===== config.mk =====
export PLATFORM = sky130hd
export DESIGN_NAME = rain_sensor_frontend
export DESIGN_NICKNAME = d
export VERILOG_FILES = /design/src/rtl/rain_pkg.sv /design/src/rtl/rain_tick_gen.sv /design/src/rtl/rain_sensor_frontend.sv
export SDC_FILE = /design/constraint.sdc
export NUM_CORES = 1
export LEC_CHECK = 0
export CAP_MARGIN = 10
export CORE_UTILIZATION = 50
export DETAILED_ROUTE_END_ITERATION = 10
export HOLD_SLACK_MARGIN = 0.08
export PLACE_DENSITY_LB_ADDON = 0.2
export SETUP_SLACK_MARGIN = 0.02
export SLEW_MARGIN = 20
export SYNTH_ARGS = -nofsm -noshare
export SYNTH_HDL_FRONTEND = slang
export SYNTH_SLANG_ARGS = --single-unit

===== constraint.sdc =====
create_clock -name clk -period 1.9 [get_ports clk]
set_input_delay 0.38 -clock clk [delete_from_list [all_inputs] [get_ports clk]]
set_output_delay 0.38 -clock clk [all_outputs]
set_load 0.05 [all_outputs]

===== src/rtl/rain_pkg.sv =====
// Shared types and default constants for the rain sensor front-end.
package rain_pkg;

  typedef enum logic [1:0] {
    ST_DRY      = 2'b00,
    ST_WET_PEND = 2'b01,
    ST_DRY_PEND = 2'b10,
    ST_WET      = 2'b11
  } rain_state_e;

  localparam int unsigned DEF_CLK_DIV     = 1000;
  localparam int unsigned DEF_WET_CONFIRM = 8;
  localparam int unsigned DEF_DRY_CONFIRM = 32;
  localparam int unsigned DEF_EVT_W       = 16;

endpackage


===== src/rtl/rain_tick_gen.sv =====
// Sample-tick prescaler: one tick every CLK_DIV clocks while enabled.
module rain_tick_gen
  import rain_pkg::*;
#(
  parameter  int unsigned CLK_DIV = DEF_CLK_DIV,
  localparam int unsigned DIV_W   = $clog2(CLK_DIV)
) (
  input  logic             clk,
  input  logic             rst_n,
  input  logic             i_enable,
  output logic             o_tick_c,
  output logic [DIV_W-1:0] o_count
);

  logic [DIV_W-1:0] r_count;
  logic             w_last;

  assign w_last = (r_count == DIV_W'(CLK_DIV - 1));

  // Count is parked at 0 whenever sampling is disabled
  always_ff @(posedge clk or negedge rst_n) begin
    if (!rst_n) begin
      r_count <= '0;
    end else if (!i_enable || w_last) begin
      r_count <= '0;
    end else begin
      r_count <= r_count + DIV_W'(1);
    end
  end

  assign o_tick_c = i_enable && w_last;
  assign o_count  = r_count;

endmodule


===== src/rtl/rain_sensor_frontend.sv =====
// Debounced rain level with start/stop pulses and a saturating event count.
// Optional stuck-wet fault detection is built when RAIN_FAULT_DET_EN is defined.
module rain_sensor_frontend
  import rain_pkg::*;
#(
  parameter int unsigned CLK_DIV       = DEF_CLK_DIV,
  parameter int unsigned WET_CONFIRM   = DEF_WET_CONFIRM,
  parameter int unsigned DRY_CONFIRM   = DEF_DRY_CONFIRM,
  parameter int unsigned EVT_W         = DEF_EVT_W
`ifdef RAIN_FAULT_DET_EN
  , parameter int unsigned FAULT_SAMPLES = 4096
`endif
) (
  input  logic             clk,
  input  logic             rst_n,
  input  logic             sensor_raw,
  input  logic             enable,
  input  logic             fault_clr,
  output logic             rain_sensor,
  output logic             rain_start,
  output logic             rain_stop,
  output logic [EVT_W-1:0] rain_events,
  output logic [1:0]       state,
  output logic             sensor_fault
);

  localparam int unsigned CONF_MAX = (WET_CONFIRM > DRY_CONFIRM) ? WET_CONFIRM : DRY_CONFIRM;
  localparam int unsigned CNT_W    = $clog2(CONF_MAX + 1);
  localparam int unsigned DIV_W    = $clog2(CLK_DIV);

  logic [1:0]       r_sync;
  rain_state_e      r_state;
  logic [CNT_W-1:0] r_cnt;
  logic             r_level;
  logic             r_start;
  logic             r_stop;
  logic [EVT_W-1:0] r_events;

  logic             w_samp;
  logic             w_tick;
  logic [DIV_W-1:0] w_div_cnt;
  logic [CNT_W-1:0] w_cnt_inc;
  logic             w_fault_hold;
  logic             w_unused_div;

  rain_tick_gen #(.CLK_DIV(CLK_DIV)) u_tick (
    .clk      (clk),
    .rst_n    (rst_n),
    .i_enable (enable),
    .o_tick_c (w_tick),
    .o_count  (w_div_cnt)
  );

  assign w_unused_div = ^w_div_cnt;

  always_ff @(posedge clk or negedge rst_n) begin
    if (!rst_n) r_sync <= 2'b00;
    else        r_sync <= {r_sync[0], sensor_raw};
  end

  assign w_samp    = r_sync[1];
  assign w_cnt_inc = r_cnt + CNT_W'(1);

`ifdef RAIN_FAULT_DET_EN
  localparam int unsigned RUN_W = $clog2(FAULT_SAMPLES + 1);

  logic [RUN_W-1:0] r_run;
  logic             r_fault;
  logic             w_fault_hit;

  assign w_fault_hit = w_tick && w_samp && !fault_clr &&
                       ((r_run + RUN_W'(1)) == RUN_W'(FAULT_SAMPLES));

  // Wet-run counter saturates so a long stuck run cannot wrap and re-trigger
  always_ff @(posedge clk or negedge rst_n) begin
    if (!rst_n) begin
      r_run   <= '0;
      r_fault <= 1'b0;
    end else if (fault_clr) begin
      r_run   <= '0;
      r_fault <= 1'b0;
    end else if (w_tick) begin
      if (!w_samp)                             r_run <= '0;
      else if (r_run != RUN_W'(FAULT_SAMPLES)) r_run <= r_run + RUN_W'(1);
      if (w_fault_hit) r_fault <= 1'b1;
    end
  end

  assign w_fault_hold = r_fault || w_fault_hit;
  assign sensor_fault = r_fault;
`else
  logic w_unused_fault_clr;
  assign w_unused_fault_clr = fault_clr;
  assign w_fault_hold       = 1'b0;
  assign sensor_fault       = 1'b0;
`endif

  // Wet/dry qualification FSM with registered level, pulses and event count
  always_ff @(posedge clk or negedge rst_n) begin
    if (!rst_n) begin
      r_state  <= ST_DRY;
      r_cnt    <= '0;
      r_level  <= 1'b0;
      r_start  <= 1'b0;
      r_stop   <= 1'b0;
      r_events <= '0;
    end else begin
      r_start <= 1'b0;
      r_stop  <= 1'b0;
      if (w_fault_hold) begin
        r_state <= ST_DRY;
        r_cnt   <= '0;
        r_level <= 1'b0;
      end else if (!enable) begin
        // Abandon a pending qualification without touching the level
        case (r_state)
          ST_WET_PEND: begin r_state <= ST_DRY; r_cnt <= '0; end
          ST_DRY_PEND: begin r_state <= ST_WET; r_cnt <= '0; end
          default: ;
        endcase
      end else if (w_tick) begin
        case (r_state)
          ST_DRY: begin
            if (w_samp) begin
              r_state <= ST_WET_PEND;
              r_cnt   <= CNT_W'(1);
            end
          end
          ST_WET_PEND: begin
            if (!w_samp) begin
              r_state <= ST_DRY;
              r_cnt   <= '0;
            end else if (w_cnt_inc == CNT_W'(WET_CONFIRM)) begin
              r_state <= ST_WET;
              r_cnt   <= '0;
              r_level <= 1'b1;
              r_start <= 1'b1;
              if (r_events != '1) r_events <= r_events + EVT_W'(1);
            end else begin
              r_cnt <= w_cnt_inc;
            end
          end
          ST_WET: begin
            if (!w_samp) begin
              r_state <= ST_DRY_PEND;
              r_cnt   <= CNT_W'(1);
            end
          end
          ST_DRY_PEND: begin
            if (w_samp) begin
              r_state <= ST_WET;
              r_cnt   <= '0;
            end else if (w_cnt_inc == CNT_W'(DRY_CONFIRM)) begin
              r_state <= ST_DRY;
              r_cnt   <= '0;
              r_level <= 1'b0;
              r_stop  <= 1'b1;
            end else begin
              r_cnt <= w_cnt_inc;
            end
          end
          default: begin
            r_state <= ST_DRY;
            r_cnt   <= '0;
          end
        endcase
      end
    end
  end

  assign rain_sensor = r_level;
  assign rain_start  = r_start;
  assign rain_stop   = r_stop;
  assign rain_events = r_events;
  assign state       = r_state;

endmodule


==> results of run 1 <==
==> per-stage QoR <==
step | setup TNS (ns) | utilization (%)
2_1_floorplan | -0.4236 | -
3_3_place_gp | -4.980 | 69.20
3_5_place_dp | -5.500 | 69.20
4_1_cts | -0.1578 | 75.92
5_1_grt | -0.6670 | 78.81
6_report | -0.1552 | 78.81
==> kinds of logic (layout without fill, tap and decap cells) <==
family,after synthesis,after routing,share of synthesized area (%)
AND/OR/NAND/NOR,103,103,27.84
AO/OA/AOI/OAI,33,33,9.034
flip-flops,39,39,44.32
buffers and inverters,14,92,2.954
adder cells (fa/ha/maj),7,7,3.977
multiplexers,9,9,4.545
other,1,1,0.1703
XOR/XNOR,18,18,7.159
==> final cells by class <==
type | instances | area [um^2]
Sequential cell | 39 | 991.0
Clock buffer | 6 | 82.58
Fill cell | 259 | 872.1
Inverter | 8 | 30.03
Clock inverter | 2 | 35.03
Tap cell | 50 | 62.56
Multi-Input combinational cell | 171 | 1423
Timing Repair Buffer | 76 | 619.3
==> metal layers <==
layer,vias up,share of wire [%],global-route usage [%]
li1,959,-,-
met1,971,45,32.05
met2,32,51,41.05
met3,6,2.5,5.667
met4,0,0.98,8.854
met5,-,0,0
==> worst max path at each step <==
stage | endpoint | cells past startpoint | from | slack [ns]
after floorplan | state[1]$_DFFE_PN0P_ | 7 | state[0]$_DFFE_PN0P_ | -0.14
after global placement | rain_events[14]$_DFFE_PN0P_ | 7 | enable | -0.36
after detailed placement | rain_events[14]$_DFFE_PN0P_ | 7 | enable | -0.38
after CTS | state[1]$_DFFE_PN0P_ | 6 | state[0]$_DFFE_PN0P_ | -0.09
after global routing | rain_events[11]$_DFFE_PN0P_ | 6 | u_tick.o_count[4]$_DFF_PN0_ | -0.14
final | rain_events[11]$_DFFE_PN0P_ | 6 | u_tick.o_count[4]$_DFF_PN0_ | -0.07
==> registers in the layout (all words and copies together), names as in the netlist <==
register,flops
rain_sensor,1
rain_events,16
u_tick.o_count,10
state,2
rain_start,1
rain_stop,1
r_cnt,6
r_sync,2
==> power by group through the flow <==
stage | Clock (uW) | Combinational, uW | Sequential [uW]
finish | 726 | 727 | 899
detailed placement | 0 | 661 | 918
floorplan | 0 | 313 | 995
CTS | 732 | 711 | 900
global route | 767 | 801 | 906
global placement | 0 | 655 | 915
==> timing repair <==
| item | in CTS | in global routing |
|---|---|---|
| setup buffers | 3 | 4 |
| endpoints found under the setup margin | 16 | 23 |
| pin swaps | 18 | 16 |
| gates resized for setup | 25 | 23 |
| gates cloned | 0 | 0 |
==> Yosys cell counts, types with 2 or more instances <==
| cell | n |
|---|---|
| nand3_1 | 14 |
| or3_1 | 5 |
| clkbuf_1 | 3 |
| nor2b_1 | 2 |
| nor4_4 | 2 |
| mux2_2 | 5 |
| and3_1 | 2 |
| ha_1 | 7 |
| and2_1 | 4 |
| nor4_1 | 7 |
| a31oi_1 | 3 |
| xor2_1 | 16 |
| nand2_1 | 19 |
| inv_1 | 8 |
| or2_2 | 3 |
| o211ai_1 | 6 |
| nor3_1 | 7 |
| a21oi_1 | 9 |
| xnor2_1 | 2 |
| mux2i_1 | 3 |
| nand4_1 | 6 |
| nand3b_1 | 2 |
| nor2_1 | 14 |
| dfrtp_1 | 39 |
| o21ai_0 | 11 |
| nand2b_1 | 4 |
==> placed cells by master (no fill, tap or decap), types with 2 or more instances in the layout <==
| cell type | Yosys | final |
|---|---|---|
| mux2_2 | 5 | 2 |
| nor2b_1 | 2 | 2 |
| ha_2 | 0 | 3 |
| and2_1 | 4 | 4 |
| mux2_4 | 0 | 3 |
| nor3_4 | 0 | 4 |
| o211ai_1 | 6 | 6 |
| o21ai_1 | 0 | 4 |
| dfrtp_1 | 39 | 27 |
| a21oi_1 | 9 | 8 |
| and3_1 | 2 | 2 |
| nand4_1 | 6 | 6 |
| dfrtp_2 | 0 | 12 |
| a31oi_1 | 3 | 3 |
| or3_1 | 5 | 5 |
| clkbuf_8 | 0 | 6 |
| buf_4 | 1 | 62 |
| nor4_4 | 2 | 8 |
| nor3_2 | 0 | 2 |
| clkdlybuf4s50_1 | 0 | 4 |
| or3b_4 | 1 | 2 |
| nor2_1 | 14 | 12 |
| nand3b_1 | 2 | 2 |
| nand2b_1 | 4 | 4 |
| xnor2_1 | 2 | 2 |
| or2_4 | 0 | 3 |
| nand2_1 | 19 | 19 |
| inv_2 | 0 | 2 |
| o21ai_0 | 11 | 6 |
| ha_1 | 7 | 4 |
| nand3_1 | 14 | 14 |
| inv_1 | 8 | 6 |
| mux2i_4 | 0 | 2 |
| nor4b_4 | 0 | 2 |
| xor2_1 | 16 | 16 |
| buf_6 | 1 | 6 |
==> metrics, run 1 <==
per-cell routed wire length=approximately 16 um; initial antenna violation count=0; clk_skew=0.01132 ns; DRC errors left=0; reg-to-reg setup timing slack=-0.07 ns; violated checks=setup timing; switching part of the total=30.92%; Final Net Count=313; slowest stage delay, CP=0.42 ns; vias in the first global route=approximately 1900; FP Rows=23; crit-path most repeated cell=nor4_4; clock sinks=39; Min-Delay Path Class=in -> async; Mapped Nets=236; Yosys reg bits=39; clk slew on worst S/H paths=approximately 0.08 ns; Core Area=0.004115 mm^2; Die X=68.37 um; Power per Cell Area=725.4 mW/mm^2; crit-path max FO=8; Static Leakage=between 0.0015 and 0.002 uW; FFs w/ async S/R, synth=100.0%; Clock Latency Late Sink=0.30 ns; post-layout instance area=approximately 0.0032 mm^2; Most used DFF post-synth=dfrtp_1; Tot Pwr=roughly 2400 uW; Slowest cell on crit path=or3b_4; reg2reg path depth=6; RSZ-0062 raised after global routing=yes; endpoints failing setup=4; Hold Worst Slack=approximately 0.12 ns; layout cells sized above 1=about 45%; Tightest Pin Transition=between 0.5 and 0.6 ns; CTS buffer count=5; CP Launch Type=flop; Via Count=1968; Post-CTS Hold Fix Bufs=0; post-synth cell types=between 40 and 50; post-synth top area share=roughly 44%; Comb pwr share=30.9%; VDD IR max=just under 900 uV; Die Area=between 0.004 and 0.005 mm^2; Syn. warnings=0; crit end category=flop; family with the most delay on the worst path=simple AND/OR/NAND/NOR gates; crit path kind=reg -> reg; Final ANT Viol Nets=0; total grt overflow=0; maximum clock insertion buffer count=2; area grow syn2layout=47.27%; CP cell instances=or3b_4 -> nor4_4 -> nand3_4 -> buf_12 -> nor4_4 -> xor2_1; Critical path buffers and inverters=1; Max-Cap Viols=0; hpwl dp=3676 um; final hold vios=0; drt first-iter violations=between 100 and 150; final worst-path cycle share=103.8%; first-pass GRT wire length=about 8500 um; post-layout min period=roughly 2 ns; Post-synth EDFFs=0; Crit path required time=around 2.1 ns; max frequency=a little over 500 MHz; Starting Density=a little over half; PortBufs=24; total track usage=25.04%; FF-to-FF Start=u_tick.o_count[4]$_DFF_PN0_; clock share of power=between 30% and 40%; CTS tree=done; pre-CTS WS=-0.3842 ns; Sequential Power Share=around two fifths; gpl congestion=roughly 0.84; end of the worst register-to-register path=rain_events[11]$_DFFE_PN0P_; H-tree levels=2; syn_area_per_cell=9.831 um^2; leading area contributor after synthesis=dfrtp_1; Pre-antenna DRT Iters=4; Cell Int Power=~1600 uW; largest cells by area after synthesis=dfrtp_1, xor2_1, ha_1, nand2_1, nand3_1; Die H=68.37 um; status=finished, violations left; DP Cell Count=around 340; register area share after synthesis=around 44%; CP Data Arrival Time=around 2.2 ns; area post-placement=~0.0028 mm^2; Max Slew Vio Count=0; slew margin rel.=around two thirds; sw power=727.3 uW; Synth Cell Area=0.002202 mm^2; Syn Inst Count=224; largest net degree at the start of global routing=40; post-DR vias/cell=between 5 and 6; final worst slack=-0.07132 ns; Finished Layout Cells=between 300 and 400; io pins=27; n_diodes=0; Routed WL=5631 um; CTS Root Cell=clkbuf_8
(Power assumes the default switching activity.)
==> run 2, diff against run 1 <==
==> constraint.sdc (replaced) <==
create_clock -name clk -period 1.9 [get_ports clk]
set_input_delay 0.285 -clock clk [delete_from_list [all_inputs] [get_ports clk]]
set_output_delay 0.285 -clock clk [all_outputs]
set_load 0.05 [all_outputs]
==> metrics, run 2 (synthesis gave the netlist of run 1 again) <==
crit-path max FO=9; FF-to-FF Start=u_tick.o_count[4]$_DFF_PN0_; CTS Root Cell=clkbuf_8; CP Launch Type=flop; Tot Pwr=2325 uW; crit end category=flop; Die Area=0.004674 mm^2; CP Data Arrival Time=2.17 ns; total track usage=between 20% and 30%; PortBufs=24; switching part of the total=between 30% and 40%; status=finished, violations left; clk slew on worst S/H paths=~0.08 ns; layout cells sized above 1=between 30% and 40%; crit path from=u_tick.o_count[4]$_DFF_PN0_; total grt overflow=0; VDD IR max=approximately 840 uV; Finished Layout Cells=349; violated checks=setup timing; Final Net Count=between 300 and 400; most common cell after layout, fill and taps aside=buf_4; io pins=27; CP cell instances=or3b_4 -> nor4_4 -> nand3_2 -> buf_12 -> or3_4 -> xnor2_1; H-tree levels=2; post-layout instance area=0.003196 mm^2; clock share of power=a little over a quarter; crit path kind=reg -> reg; final hold vios=0; reg-to-reg setup timing slack=-0.08 ns; CTS tree=done; HP Start=r_sync[0]$_DFF_PN0_; FP Rows=23; Hold Worst Slack=approximately 0.37 ns; Sequential Power Share=38.8%; DRC errors left=0; largest net degree at the start of global routing=40; Min-Delay Path Class=reg -> reg; first-pass GRT wire length=roughly 8400 um; Core Area=a little over 0.004 mm^2; Power per Cell Area=roughly 730 mW/mm^2; commonest non-fill, non-tap cells in the layout=buf_4, dfrtp_1, nand2_1; clock sinks=39; Routed WL=5322 um; Critical path buffers and inverters=1; Static Leakage=0.001524 uW; per-cell routed wire length=about 15 um; gpl congestion=around 0.84; maximum clock insertion buffer count=2; slowest stage delay, CP=0.42 ns; Max-Cap Viols=0; Cell Int Power=~1600 uW; post-DR vias/cell=about 5.6; area grow syn2layout=45.11%; family with the most delay on the worst path=simple AND/OR/NAND/NOR gates; clk_skew=approximately 0.013 ns; Max Slew Vio Count=0; area post-placement=0.002875 mm^2; Crit path required time=2.09 ns; n_diodes=0; RSZ-0062 raised after global routing=yes; reg2reg path depth=6; drt first-iter violations=173; Worst path depth=6; Comb pwr share=34.7%; Final ANT Viol Nets=0; Die H=slightly below 70 um; Critical Path End=rain_events[10]$_DFFE_PN0P_; Tightest Pin Transition=between 0.5 and 0.6 ns; final worst-path cycle share=104.3%; max reg flops=16; Via Count=roughly 2000; end of the worst register-to-register path=rain_events[10]$_DFFE_PN0P_; Slowest cell on crit path=or3b_4; post-layout min period=1.982 ns; hpwl dp=about 3600 um; Starting Density=between 50% and 60%; setup_tns=-0.3745 ns; DP Cell Count=~340; Pre-antenna DRT Iters=5; final worst slack=-0.08237 ns; initial antenna violation count=0; endpoints failing setup=9; max frequency=around 500 MHz; sw power=744.3 uW; Die X=just under 70 um; slew margin rel.=65.67%; Clock Latency Late Sink=0.30 ns; vias in the first global route=between 1500 and 2000; CTS buffer count=5
==> run 2: cell types whose count changed in the layout (fill, tap and decap cells not counted), moves of 4 or more <==
cell / previous run / this run
buf_6: 6 / 0
clkdlybuf4s50_1: 4 / 15
buf_4: 62 / 50
dlymetal6s2s_1: 1 / 5
==> run 2: worst min-delay path by stage <==
stage | to | slack, ns | cells after the start
2_1_floorplan | r_cnt[0]$_DFFE_PN0P_ | -0.01 | 0
3_3_place_gp | r_sync[1]$_DFF_PN0_ | 0.33 | 0
3_5_place_dp | r_sync[1]$_DFF_PN0_ | 0.35 | 0
4_1_cts | r_sync[1]$_DFF_PN0_ | 0.37 | 0
5_1_grt | r_sync[1]$_DFF_PN0_ | 0.37 | 0
6_report | r_sync[1]$_DFF_PN0_ | 0.37 | 0
==> run 2: repair_timing <==
action | 4_1_cts | 5_1_grt
buffers inserted | 3 | 1
pin swaps | 6 | 9
endpoints found under the setup margin | 16 | 27
gates cloned | 0 | 0
hold buffers | 1 | 0
endpoints found under the hold margin | 39 | 0
gates resized for setup | 15 | 23
==> run 2: power by group through the flow <==
stage                     sequential, uW  clock (uW)  combinational [uW]
after floorplan                      995           0                 313
after global placement               915           0                 656
after detailed placement             918           0                 669
after CTS                            901         628                 713
after global routing                 906         663                 876
final                                902         616                 808
==> run 2: through the flow <==
step / setup slack [ns] / util [%]
2_1_floorplan: -0.1391 / -
3_3_place_gp: -0.2518 / 69.87
3_5_place_dp: -0.2787 / 69.87
4_1_cts: -0.09736 / 75.46
5_1_grt: -0.1644 / 77.65
6_report: -0.08237 / 77.65
==> run 2: layout make-up <==
cell class	instances	area, um^2
multi-input combinational	171	1389
sequential	39	991.0
fill	284	919.6
timing repair buffer	73	623.1
clock buffer	8	100.1
tap	50	62.56
inverter	8	30.03
==> run 2: per-layer routing <==
metal / vias to the layer above / GRT usage (%) / part of all wire, %
met3: 6 / 6.167 / 3.2
li1: 957 / - / -
met4: 0 / 7.552 / 1.0
met5: - / 0 / 0
met2: 29 / 40.81 / 50
met1: 967 / 31.01 / 46
==> run 3, diff against run 2 <==
- CTS_CLUSTER_DIAMETER: unset -> 30
==> results of run 3 <==
No change in the layout: final DEF, timing and power equal those of run 2.
